[src/rtl/multi_bot_wb_regs.sv]
// Wishbone register block for NUM_BOTS Rojobot channels: motor control, coherent
// BotInfo snapshots, sticky update flags with overrun tracking, and maskable interrupts.
module multi_bot_wb_regs #(
  parameter int          NUM_BOTS    = 2,
  parameter int          ADDR_W      = 8,
  parameter int          SYNC_STAGES = 2,
  parameter logic [7:0]  CTRL_RST    = 8'h00
) (
  input  logic                    clk,
  input  logic                    reset,
  input  logic [ADDR_W-1:0]       wb_adr_i,
  input  logic [31:0]             wb_dat_i,
  input  logic [3:0]              wb_sel_i,
  input  logic                    wb_we_i,
  input  logic                    wb_cyc_i,
  input  logic                    wb_stb_i,
  output logic [31:0]             wb_dat_o,
  output logic                    wb_ack_o,
  output logic                    wb_err_o,
  input  logic [32*NUM_BOTS-1:0]  bot_info_i,
  input  logic [NUM_BOTS-1:0]     bot_upd_i,
  output logic [8*NUM_BOTS-1:0]   mot_ctl_o,
  output logic [NUM_BOTS-1:0]     irq_o,
  output logic                    irq_any_o
);
  localparam int CH_W = ADDR_W - 5;

  // Handshake: a request is cyc&stb seen while neither ack nor err is high; the
  // response (ack for a valid channel, err otherwise) lasts exactly one cycle, and
  // write side effects and read data land on the same edge as the response.
  logic [CH_W-1:0]     ch;
  logic [4:0]          off;
  logic                req;
  logic                hit;
  logic [NUM_BOTS-1:0] sel_ch;
  logic [NUM_BOTS-1:0] wr_ch;
  logic [NUM_BOTS-1:0] ack_wr;
  logic [31:0]         rdata;

  logic [31:0]         snap    [NUM_BOTS];
  logic [7:0]          ovr_cnt [NUM_BOTS];
  logic [7:0]          ctl     [NUM_BOTS];
  logic [NUM_BOTS-1:0] upd_flag;
  logic [NUM_BOTS-1:0] overrun;
  logic [NUM_BOTS-1:0] irq_en;
  logic [NUM_BOTS-1:0] synced;
  logic [NUM_BOTS-1:0] upd_prev;
  logic [NUM_BOTS-1:0] evt;

  assign ch  = wb_adr_i[ADDR_W-1:5];
  assign off = wb_adr_i[4:0];
  assign req = wb_cyc_i & wb_stb_i & ~wb_ack_o & ~wb_err_o;

  always_comb begin
    sel_ch = '0;
    wr_ch  = '0;
    ack_wr = '0;
    for (int n = 0; n < NUM_BOTS; n++) begin
      sel_ch[n] = (ch == CH_W'(n));
      wr_ch[n]  = req & wb_we_i & wb_sel_i[0] & sel_ch[n];
      ack_wr[n] = wr_ch[n] & (off == 5'h0C) & wb_dat_i[0];
    end
    hit = |sel_ch;
  end

  always_comb begin
    rdata = '0;
    for (int n = 0; n < NUM_BOTS; n++) begin
      if (sel_ch[n]) begin
        case (off)
          5'h00:   rdata = snap[n];
          5'h04:   rdata = {16'h0, ovr_cnt[n], 6'h0, overrun[n], upd_flag[n]};
          5'h08:   rdata = {24'h0, ctl[n]};
          5'h10:   rdata = {31'h0, irq_en[n]};
          default: rdata = '0;
        endcase
      end
    end
  end

  generate
    if (SYNC_STAGES == 0) begin : g_nosync
      assign synced = bot_upd_i;
    end else begin : g_sync
      logic [NUM_BOTS-1:0] sync_q [SYNC_STAGES];
      always_ff @(posedge clk) begin
        if (reset) begin
          for (int i = 0; i < SYNC_STAGES; i++) sync_q[i] <= '0;
        end else begin
          sync_q[0] <= bot_upd_i;
          for (int i = 1; i < SYNC_STAGES; i++) sync_q[i] <= sync_q[i-1];
        end
      end
      assign synced = sync_q[SYNC_STAGES-1];
    end
  endgenerate

  assign evt = synced & ~upd_prev;

  always_ff @(posedge clk) begin
    if (reset) begin
      wb_ack_o <= 1'b0;
      wb_err_o <= 1'b0;
      wb_dat_o <= '0;
    end else begin
      wb_ack_o <= 1'b0;
      wb_err_o <= 1'b0;
      if (req) begin
        wb_ack_o <= hit;
        wb_err_o <= ~hit;
        wb_dat_o <= hit ? rdata : 32'h0;
      end
    end
  end

  always_ff @(posedge clk) begin
    if (reset) begin
      upd_prev <= '0;
      upd_flag <= '0;
      overrun  <= '0;
      irq_en   <= '0;
      irq_o    <= '0;
      for (int n = 0; n < NUM_BOTS; n++) begin
        snap[n]    <= '0;
        ovr_cnt[n] <= '0;
        ctl[n]     <= CTRL_RST;
      end
    end else begin
      upd_prev <= synced;
      for (int n = 0; n < NUM_BOTS; n++) begin
        irq_o[n] <= upd_flag[n] & irq_en[n];
        if (wr_ch[n] && off == 5'h08) ctl[n] <= wb_dat_i[7:0];
        if (wr_ch[n] && off == 5'h10) irq_en[n] <= wb_dat_i[0];
        // A same-edge acknowledge wipes the history, so the event counts as fresh.
        if (evt[n]) begin
          snap[n]     <= bot_info_i[32*n +: 32];
          upd_flag[n] <= 1'b1;
          if (ack_wr[n]) begin
            overrun[n] <= 1'b0;
            ovr_cnt[n] <= '0;
          end else if (upd_flag[n]) begin
            overrun[n] <= 1'b1;
            if (ovr_cnt[n] != 8'hFF) ovr_cnt[n] <= ovr_cnt[n] + 8'd1;
          end
        end else if (ack_wr[n]) begin
          upd_flag[n] <= 1'b0;
          overrun[n]  <= 1'b0;
          ovr_cnt[n]  <= '0;
        end
      end
    end
  end

  always_comb begin
    mot_ctl_o = '0;
    for (int n = 0; n < NUM_BOTS; n++) mot_ctl_o[8*n +: 8] = ctl[n];
  end

  assign irq_any_o = |irq_o;
endmodule

[config.mk]
export PLATFORM = sky130hd
export DESIGN_NAME = multi_bot_wb_regs
export DESIGN_NICKNAME = d
export VERILOG_FILES = /design/src/rtl/multi_bot_wb_regs.sv
export SDC_FILE = /design/constraint.sdc
export NUM_CORES = 1
export LEC_CHECK = 0
export BUFFER_PORTS_ARGS = -buffer_cell sky130_fd_sc_hd__buf_2
export CAP_MARGIN = 20
export CELL_PAD_IN_SITES_DETAIL_PLACEMENT = 2
export CELL_PAD_IN_SITES_GLOBAL_PLACEMENT = 2
export CORE_ASPECT_RATIO = 1.5
export CORE_MARGIN = 2
export CORE_UTILIZATION = 34
export DETAILED_ROUTE_END_ITERATION = 12
export PLACE_DENSITY_LB_ADDON = 0.1
export SYNTH_ARGS = -nofsm -noshare
export SYNTH_HDL_FRONTEND = slang
export SYNTH_SLANG_ARGS = --single-unit
[constraint.sdc]
create_clock -name clk -period 2.2 [get_ports clk]
set_input_delay 0.11 -clock clk [delete_from_list [all_inputs] [get_ports clk]]
set_output_delay 0.11 -clock clk [all_outputs]
set_load 0.1 [all_outputs]
==> flow_summary.yaml <==
outcome:
  outcome: "complete, no violations"
yosys:
  ys.warnings.count: 0
  avgSynthCellArea_um2: 12.5
  ys.flop_type: "edfxtp_1"
  netlist_instances: 496
  ys_ff_latch: 144
  yosys.area.top_type: "edfxtp_1"
  synth_area_leaders: "edfxtp_1 (46%), dfxtp_1 (15%), and2_1 (6.7%)"
  syn-cell-area_um2: 6210
  synth.distinct_cells: 50
  synth.net_count: 613
  ys_seq_area_share_pct: 61.8
  ys_async_sr_fraction_pct: 0
  yosysTopAreaCellShare_pct: 46.4
  synth_edf_count: 96
min_path:
  holdCritPathClass: "input port to register"
  hold_start: "bot_info_i[31]"
clock_network:
  cts-root-buf: "clkbuf_16"
  cts_resized: 0
  clk_latency_ns: 0.42
  clockBufferDepth: 2
  numCtsBuffers: 17
  cts.clk_slew.worst_paths_ns: 0.06
  cts.sinks: 144
  cts_tree: "built"
  htreeDepth: 4
timing:
  min_period_ns: 2.02
  finalSetupTns_ns: 0
  fmax_mhz: 495
  tightest_slew_ns: 0.549
  fin_skew_ns: 0.00760
  rsz0062_at_grt: "false"
  hold_viol: 0
  setup_violations: 0
  relSlewSlack_pct: 63.4
  post-route-period-util_pct: 91.8
  slew_violations: 0
final_layout:
  final_cells: 947
  final_nets: 834
  fillers: 1801
  diodes: 0
  post-route-util_pct: 47.4
  area_growth_pct: 36.8
  drive_above_1_share_pct: 31.0
  final_cell_area_um2: 8500
setup_path:
  r2r-start: "wb_err_o$_SDFF_PP0_"
  critPathArrivalTime_ns: 2.10
  startpoint: "wb_err_o$_SDFF_PP0_"
  crit_fanout: 8
  start_kind: "register"
  setup.worst_path.end_class: "register"
  critPathKind: "register to register"
  required_ns: 2.28
power:
  ir_drop_mv: 0.389
  power_density_nw_per_um2: 762
  power.leakage_uw: 0.00352
floorplan:
  pin_count: 168
  die-area_um2: 19400
  core_area_um2: 17900
  row_count: 60
  die_width_um: 114
  fp.dieH_um: 170
  start_util_pct: 34.6
place:
  portBuffers: 140
  dp_hpwl_um: 13500
  gp_congestion: 0.804
  place_area_um2: 7290
  dp_cells: 850
global_routing:
  antenna_found_initial: 1
  grt_pass1_vias: 5516
  grt_pass1_wl_um: 30800
  grt_usage_pct: 21.2
  grt_start_max_net_pins: 43
  gr-total-overflow: 0
drt:
  dr_total_vias: 4885
  drt-initial-drc-count: 183
  via_per_inst: 5.16
  drtPass1Iterations: 4
  drc_errors: 0
  wl_um: 20000
  avgRoutedWirePerCell_um: 21.1
  postRouteAntennaNets: 0
job:
  maxCapViolations: 0
final timing paths:
kind | end | slack (ns) | cells past startpoint
worst min-delay path | snap[0][31]$_SDFFCE_PN0P_ | 0.005 | 2
worst min register to register | g_sync.sync_q[0][2]$_SDFF_PP0_ | 0.44 | 1
worst max-delay path | ovr_cnt[1][6]$_SDFFCE_PP0P_ | 0.18 | 4
worst max register to register | ovr_cnt[1][6]$_SDFFCE_PP0P_ | 0.18 | 4
registers in the layout, summed over array words and instances, names as in the netlist, 4 cells and up:
signal         flops
snap              64
wb_dat_o          32
ctl               16
ovr_cnt           16
g_sync.sync_q      4
synthesized netlist by cell type, drive strengths merged (5+ instances only):
cell type	count
buf	9
nor2b	9
o21ai	14
a32o	9
nand2	24
or3	6
and2	68
a22oi	17
xor2	8
edfxtp	96
mux2i	13
clkbuf	18
inv	5
a21oi	6
mux2	16
and3	12
nand3	10
mux4	8
dfxtp	48
nor3	7
nor2	50
kinds of logic (layout without fill, tap and decap cells):
family	after synthesis	after routing	share of synthesized area, %
AO/OA/AOI/OAI	62	62	7.63
XOR/XNOR	12	12	1.69
AND/OR/NAND/NOR	206	206	18.2
flip-flops	144	144	61.8
adder cells (fa/ha/maj)	3	3	0.564
multiplexers	37	37	7.89
buffers and inverters	32	266	2.17
power by group:
group          switching (uW)  leakage, uW  internal (uW)  total [uW]
Sequential               52.9      0.00138           3000        3050
Clock                    1110     0.000268           1690        2800
Combinational             363      0.00187            268         631
per-stage QoR:
| stage | total power, uW | setup slack [ns] | hold WS (ns) |
|---|---|---|---|
| 2_1_floorplan | 3410 | 0.193 | 0.238 |
| 3_3_place_gp | 3630 | 0.307 | 0.317 |
| 3_5_place_dp | 3650 | 0.231 | 0.332 |
| 4_1_cts | 6540 | 0.153 | 0.00132 |
| 5_1_grt | 6710 | 0.0211 | 0.00157 |
| 6_report | 6480 | 0.179 | 0.00488 |
layout make-up:
class                      instances  area, um2  area share (%)
clock buffer                      21        450            5.30
tap                              217        272            3.19
clock inverter                    11        114            1.34
timing repair buffer             229       1560            18.3
multi-input combinational        320       2250            26.4
inverter                           5       18.8           0.221
sequential                       144       3850            45.2
cell usage in the layout, fill, tap and decap left out, drive strengths merged, types with 12 or more instances in the layout:
master       count
buf            164
edfxtp          96
and2            68
dlygate4sd3     65
nor2            50
dfxtp           48
nand2           24
clkbuf          21
a22oi           17
mux2            16
o21ai           14
mux2i           13
and3            12
worst max-delay path: stages (launching register included):
cell and delay, ns:
dfxtp_2 0.32, nand4bb_1 0.35, or3_4 0.52, o21ai_0 0.20, nand2_1 0.29
routing by layer:
| layer | wire length (um) | global-route usage, % | vias to the layer above |
|---|---|---|---|
| met2 | 11300 | 41.2 | 122 |
| li1 | - | - | 2251 |
| met1 | 7710 | 23.1 | 2487 |
| met4 | 250 | 5.62 | 2 |
| met3 | 703 | 3.89 | 23 |
| met5 | 7 | 0 | - |
what timing repair did:
| item | in CTS | in global routing |
|---|---|---|
| endpoints found under the setup margin | 0 | 0 |
| setup buffers | 0 | 0 |
| hold endpoints to repair | 66 | 0 |
| hold buffers | 65 | 0 |
Note: power is estimated with default switching activity, not from simulation.
